==> src/rtl/tim_apb_master.sv <==
// ---------------------------------------------------------------------------
// tim_apb_master
//
// Purpose:
//   Converts a simple valid/ready command stream into single APB transfers
//   (IDLE -> SETUP -> ACCESS) and returns one response per command on a
//   valid/ready response channel. Reads return prdata; writes return 0.
//   rsp_err reports pslverr (or an ACCESS timeout when that option is built).
//
// Ports:
//   pclk, presetn            clock, synchronous active-low reset
//   cmd_valid/cmd_ready      command handshake
//   cmd_write, cmd_addr,
//   cmd_wdata, cmd_prot      command payload
//   rsp_valid/rsp_ready      response handshake
//   rsp_rdata, rsp_err       response payload
//   psel, penable, pwrite,
//   paddr, pwdata, pprot     APB request (all registered)
//   prdata, pready, pslverr  APB completion
//
// Parameter:
//   TIMEOUT_CYCLES           ACCESS wait cycles tolerated before abort (1..65535)
//
// Build option:
//   TIM_APB_MASTER_TIMEOUT_EN  when defined, an ACCESS phase that sees
//                              TIMEOUT_CYCLES wait states and still no pready
//                              is ended with rsp_err=1, rsp_rdata=0.
//                              When undefined, ACCESS waits forever.
// ---------------------------------------------------------------------------
module tim_apb_master #(
    parameter int unsigned TIMEOUT_CYCLES = 255
) (
    input  logic        pclk,
    input  logic        presetn,
    input  logic        cmd_valid,
    output logic        cmd_ready,
    input  logic        cmd_write,
    input  logic [31:0] cmd_addr,
    input  logic [31:0] cmd_wdata,
    input  logic [2:0]  cmd_prot,
    output logic        rsp_valid,
    input  logic        rsp_ready,
    output logic [31:0] rsp_rdata,
    output logic        rsp_err,
    output logic        psel,
    output logic        penable,
    output logic        pwrite,
    output logic [31:0] paddr,
    output logic [31:0] pwdata,
    output logic [2:0]  pprot,
    input  logic [31:0] prdata,
    input  logic        pready,
    input  logic        pslverr
);

    typedef enum logic [1:0] {
        IDLE   = 2'd0,
        SETUP  = 2'd1,
        ACCESS = 2'd2
    } state_t;

    state_t state;

    // Catch out-of-range configuration at elaboration time.
    if (TIMEOUT_CYCLES < 1 || TIMEOUT_CYCLES > 65535) begin : g_bad_timeout
        $error("tim_apb_master: TIMEOUT_CYCLES must be in 1..65535");
    end

`ifdef TIM_APB_MASTER_TIMEOUT_EN
    localparam logic [15:0] TIMEOUT_LIMIT = 16'(TIMEOUT_CYCLES);
    logic [15:0] wait_cnt;
`endif

    // A new command is only taken when the response slot is free or is being
    // drained this very edge, so a pending response can never be overwritten.
    assign cmd_ready = (state == IDLE) & (~rsp_valid | rsp_ready) & presetn;

    // Single FSM block: all APB and response outputs are registered here.
    // The response clear is written first so that a load in the same edge wins.
    always_ff @(posedge pclk) begin
        if (!presetn) begin
            state     <= IDLE;
            psel      <= 1'b0;
            penable   <= 1'b0;
            pwrite    <= 1'b0;
            paddr     <= 32'd0;
            pwdata    <= 32'd0;
            pprot     <= 3'd0;
            rsp_valid <= 1'b0;
            rsp_rdata <= 32'd0;
            rsp_err   <= 1'b0;
`ifdef TIM_APB_MASTER_TIMEOUT_EN
            wait_cnt  <= 16'd0;
`endif
        end else begin
            if (rsp_valid && rsp_ready) begin
                rsp_valid <= 1'b0;
            end

            case (state)
                IDLE: begin
                    if (cmd_valid && cmd_ready) begin
                        paddr   <= cmd_addr;
                        pwdata  <= cmd_write ? cmd_wdata : 32'd0;
                        pwrite  <= cmd_write;
                        pprot   <= cmd_prot;
                        psel    <= 1'b1;
                        penable <= 1'b0;
`ifdef TIM_APB_MASTER_TIMEOUT_EN
                        wait_cnt <= 16'd0;
`endif
                        state   <= SETUP;
                    end
                end

                SETUP: begin
                    penable <= 1'b1;
                    state   <= ACCESS;
                end

                ACCESS: begin
                    if (pready) begin
                        rsp_valid <= 1'b1;
                        rsp_rdata <= pwrite ? 32'd0 : prdata;
                        rsp_err   <= pslverr;
                        psel      <= 1'b0;
                        penable   <= 1'b0;
                        state     <= IDLE;
                    end
`ifdef TIM_APB_MASTER_TIMEOUT_EN
                    // Counter already holds the number of elapsed wait states.
                    else if (wait_cnt == TIMEOUT_LIMIT) begin
                        rsp_valid <= 1'b1;
                        rsp_rdata <= 32'd0;
                        rsp_err   <= 1'b1;
                        psel      <= 1'b0;
                        penable   <= 1'b0;
                        state     <= IDLE;
                    end else begin
                        wait_cnt <= wait_cnt + 16'd1;
                    end
`endif
                end

                default: begin
                    psel    <= 1'b0;
                    penable <= 1'b0;
                    state   <= IDLE;
                end
            endcase
        end
    end

endmodule

==> config.mk <==
export PLATFORM = sky130hd
export DESIGN_NAME = tim_apb_master
export DESIGN_NICKNAME = d
export VERILOG_FILES = /design/src/rtl/tim_apb_master.sv
export SDC_FILE = /design/constraint.sdc
export NUM_CORES = 1
export LEC_CHECK = 0
export CORE_ASPECT_RATIO = 0.75
export CORE_UTILIZATION = 43
export CTS_CLUSTER_DIAMETER = 40
export DETAILED_ROUTE_END_ITERATION = 6
export GPL_ROUTABILITY_DRIVEN = 0
export MAX_ROUTING_LAYER = met4
export PLACE_DENSITY = 0.88
export SKIP_LAST_GASP = 1
export SLEW_MARGIN = 10
export SYNTH_ARGS = -nofsm -noshare
export SYNTH_HDL_FRONTEND = slang
export SYNTH_SLANG_ARGS = --single-unit
==> constraint.sdc <==
create_clock -name pclk -period 4.7 [get_ports pclk]
set_clock_uncertainty 0.2 [all_clocks]
set_input_delay 0.705 -clock pclk [delete_from_list [all_inputs] [get_ports pclk]]
set_output_delay 0.705 -clock pclk [all_outputs]
set_load 0.1 [all_outputs]
==> flow_metrics.env <==
export IMPL_grt_max_degree=109
export IMPL_cts_root_buf="clkbuf_16"
export IMPL_r2r_cells=5
export IMPL_setup_violations=0
export IMPL_cts_buffer_depth=2
export IMPL_syn_to_final_growth_pct=55.1
export IMPL_fin_crit_sh_pct=70.2
export IMPL_placed_cell_area_um2=6300
export IMPL_initial_core_util_pct=44.1
export IMPL_tritoncts="built"
export IMPL_yosysUniqueCellTypes=26
export IMPL_synth_area_per_cell_um2=9.01
export IMPL_synth_nets=577
export IMPL_grt_pass1_wl_mm=18.2
export IMPL_place_ws_ns=1.34
export IMPL_postCtsSetupRepairBufs=0
export IMPL_die_x_um=117
export IMPL_io_buffers=210
export IMPL_synth_main_ff_cell="dfxtp_1"
export IMPL_hold_class="reg2reg"
export IMPL_vdd_drop_max_v=0.000205
export IMPL_h_tree_depth=3
export IMPL_syn_cell_area_um2=4250
export IMPL_synth_ff_latch_count=106
export IMPL_startpoint_type="primary input"
export IMPL_synth_cells=471
export IMPL_cts_resized=0
export IMPL_vias_per_cell=5.01
export IMPL_critPathKind="in2out"
export IMPL_dp_cells=776
export IMPL_wl_per_cell_um=15.0
export IMPL_row_count=31
export IMPL_worstPathRequired_ns=3.80
export IMPL_holdPathEnd="psel$_SDFFE_PN0P_"
export IMPL_r2r_end="pprot[0]$_SDFFE_PN0P_"
export IMPL_worst_pin_slew_ns=1.23
export IMPL_die_y_um=88.1
export IMPL_coreArea_um2=9620
export IMPL_cts_hold_buf=0
export IMPL_tns_ns=0
export IMPL_power_per_cell_area_nw_per_um2=355
export IMPL_status="complete, no violations"
export IMPL_worstSkewPairLatency_ns=0.33
export IMPL_clkSinkCount=106
export IMPL_synth_warnings=0
export IMPL_yosysSeqAreaShare_pct=50.0
export IMPL_synth_edff_count=0
export IMPL_gr_usage_all_layers_pct=23.8
export IMPL_cp_end_kind="output port"
export IMPL_power_leakage_nw=2.50
export IMPL_drt_total_wl_mm=11.9
export IMPL_vias=3973
export IMPL_crit_fanout=108
export IMPL_hold_violations=0
export IMPL_io_pins=211
export IMPL_antenna_found_initial=1
export IMPL_clkTransAtPathRegs_ns=0.06
export IMPL_slew_viol_final=0
export IMPL_grt_pass1_vias=3787
export IMPL_fin_crit_ns=3.30
export IMPL_hold_depth=2
export IMPL_drive_gt1_share_pct=6.36
export IMPL_arrival_ns=2.39
export IMPL_slew_headroom_pct=17.8
export IMPL_ant_nets=0
export IMPL_dr_first_iter_drc_count=293
export IMPL_drv_cap=0
export IMPL_fin_nets=761
export IMPL_worstReg2RegStart="state[1]$_SDFFE_PN0P_"
export IMPL_dpl_hpwl_mm=8.24
export IMPL_synthArstFlopShare_pct=0
export IMPL_dieArea_um2=10300
export IMPL_grt_setup_unrepaired="no"
export IMPL_hold_start="psel$_SDFFE_PN0P_"
export IMPL_firstDrtPassIters=5
export IMPL_fin_ws_ns=1.40
export IMPL_rrSetupSlack_ns=2.05
export IMPL_drc=0
export IMPL_final_area_um2=6580
export IMPL_max_freq_mhz=303
export IMPL_final_cells=793
export IMPL_overflow=0
export IMPL_numCtsBuffers=9
## metrics by stage
step	total power, mW	hold slack, ns	utilization, %
2_1_floorplan	1.45	0.389	-
3_3_place_gp	1.64	0.243	65.5
3_5_place_dp	1.65	0.250	65.5
4_1_cts	2.36	0.260	68.4
5_1_grt	2.43	0.274	68.4
6_report	2.34	0.256	68.4
## power breakdown
| part | internal (mW) | leakage [nW] | total (mW) | switching [mW] |
|---|---|---|---|---|
| clock network | 0.391 | 0.140 | 0.707 | 0.316 |
| logic | 0.199 | 1.49 | 0.658 | 0.459 |
| registers | 0.946 | 0.865 | 0.974 | 0.0275 |
| total | 1.54 | 2.50 | 2.34 | 0.802 |
## per-layer routing
metal	global-route usage, %	wire length [um]	vias up
li1	-	-	1948
met3	6.37	764	22
met5	-	0	-
met1	27.9	5100	1852
met2	38.9	5800	151
met4	9.09	248	0
## registers in the layout, indices dropped and copies added (netlist names), 2 cells and up
name       count
state          2
rsp_rdata     32
pprot          3
pwdata        32
paddr         32
## logic make-up after synthesis
group                  after synthesis  share of synthesized area, %
buffers and inverters               43                          5.86
AO/OA/AOI/OAI                       73                          12.3
flip-flops                         106                          50.0
multiplexers                        32                          7.55
AND/OR/NAND/NOR                    217                          24.3
## final cells by class
cell class                      count  area (um2)
Clock buffer                       13         260
Sequential cell                   106        2120
Inverter                            1        3.75
Fill cell                         764        3040
Timing Repair Buffer              215        2130
Tap cell                          132         165
Antenna cell                        1        2.50
Clock inverter                      3        22.5
Multi-Input combinational cell    322        1870
## synth_stat cells (2+ instances only)
library cell,count,area (um2)
nand2_1,137,514
dfxtp_1,106,2120
nand3b_1,34,255
nor2b_1,2,12.5
clkbuf_1,22,82.6
o21ai_2,19,166
nand3_1,37,185
a21boi_0,34,255
buf_12,2,40.0
o21ai_0,18,90.1
buf_2,10,50.1
buf_6,5,56.3
mux2i_1,32,320
## worst max path at each step
stage                              start                    end  slack (ns)  cells past startpoint
floorplan           rsp_valid$_SDFF_PN0_              cmd_ready        0.46                      4
global placement               cmd_valid  paddr[4]$_SDFFE_PN0P_        1.48                      6
detailed placement             cmd_valid  pprot[0]$_SDFFE_PN0P_        1.34                      6
CTS                              presetn              cmd_ready        1.50                      5
global route                     presetn              cmd_ready        1.31                      5
finish                           presetn              cmd_ready        1.40                      5
## worst max-delay path, cell delays in order
cell     delay [ns]
buf_2          0.11
buf_4          0.71
nand2_1        0.14
nor3_1         0.24
buf_4          0.34
## layout by cell type (no fill, tap or decap), drive strengths merged, types with 2 or more instances in the layout
| master | instances |
|---|---|
| a21boi | 34 |
| buf | 7 |
| clkbuf | 13 |
| clkdlybuf4s50 | 208 |
| clkinv | 2 |
| dfxtp | 106 |
| inv | 2 |
| mux2i | 32 |
| nand2 | 138 |
| nand3 | 37 |
| nand3b | 34 |
| nor2b | 2 |
| o21ai | 37 |
Note: power is estimated with default switching activity, not from simulation.
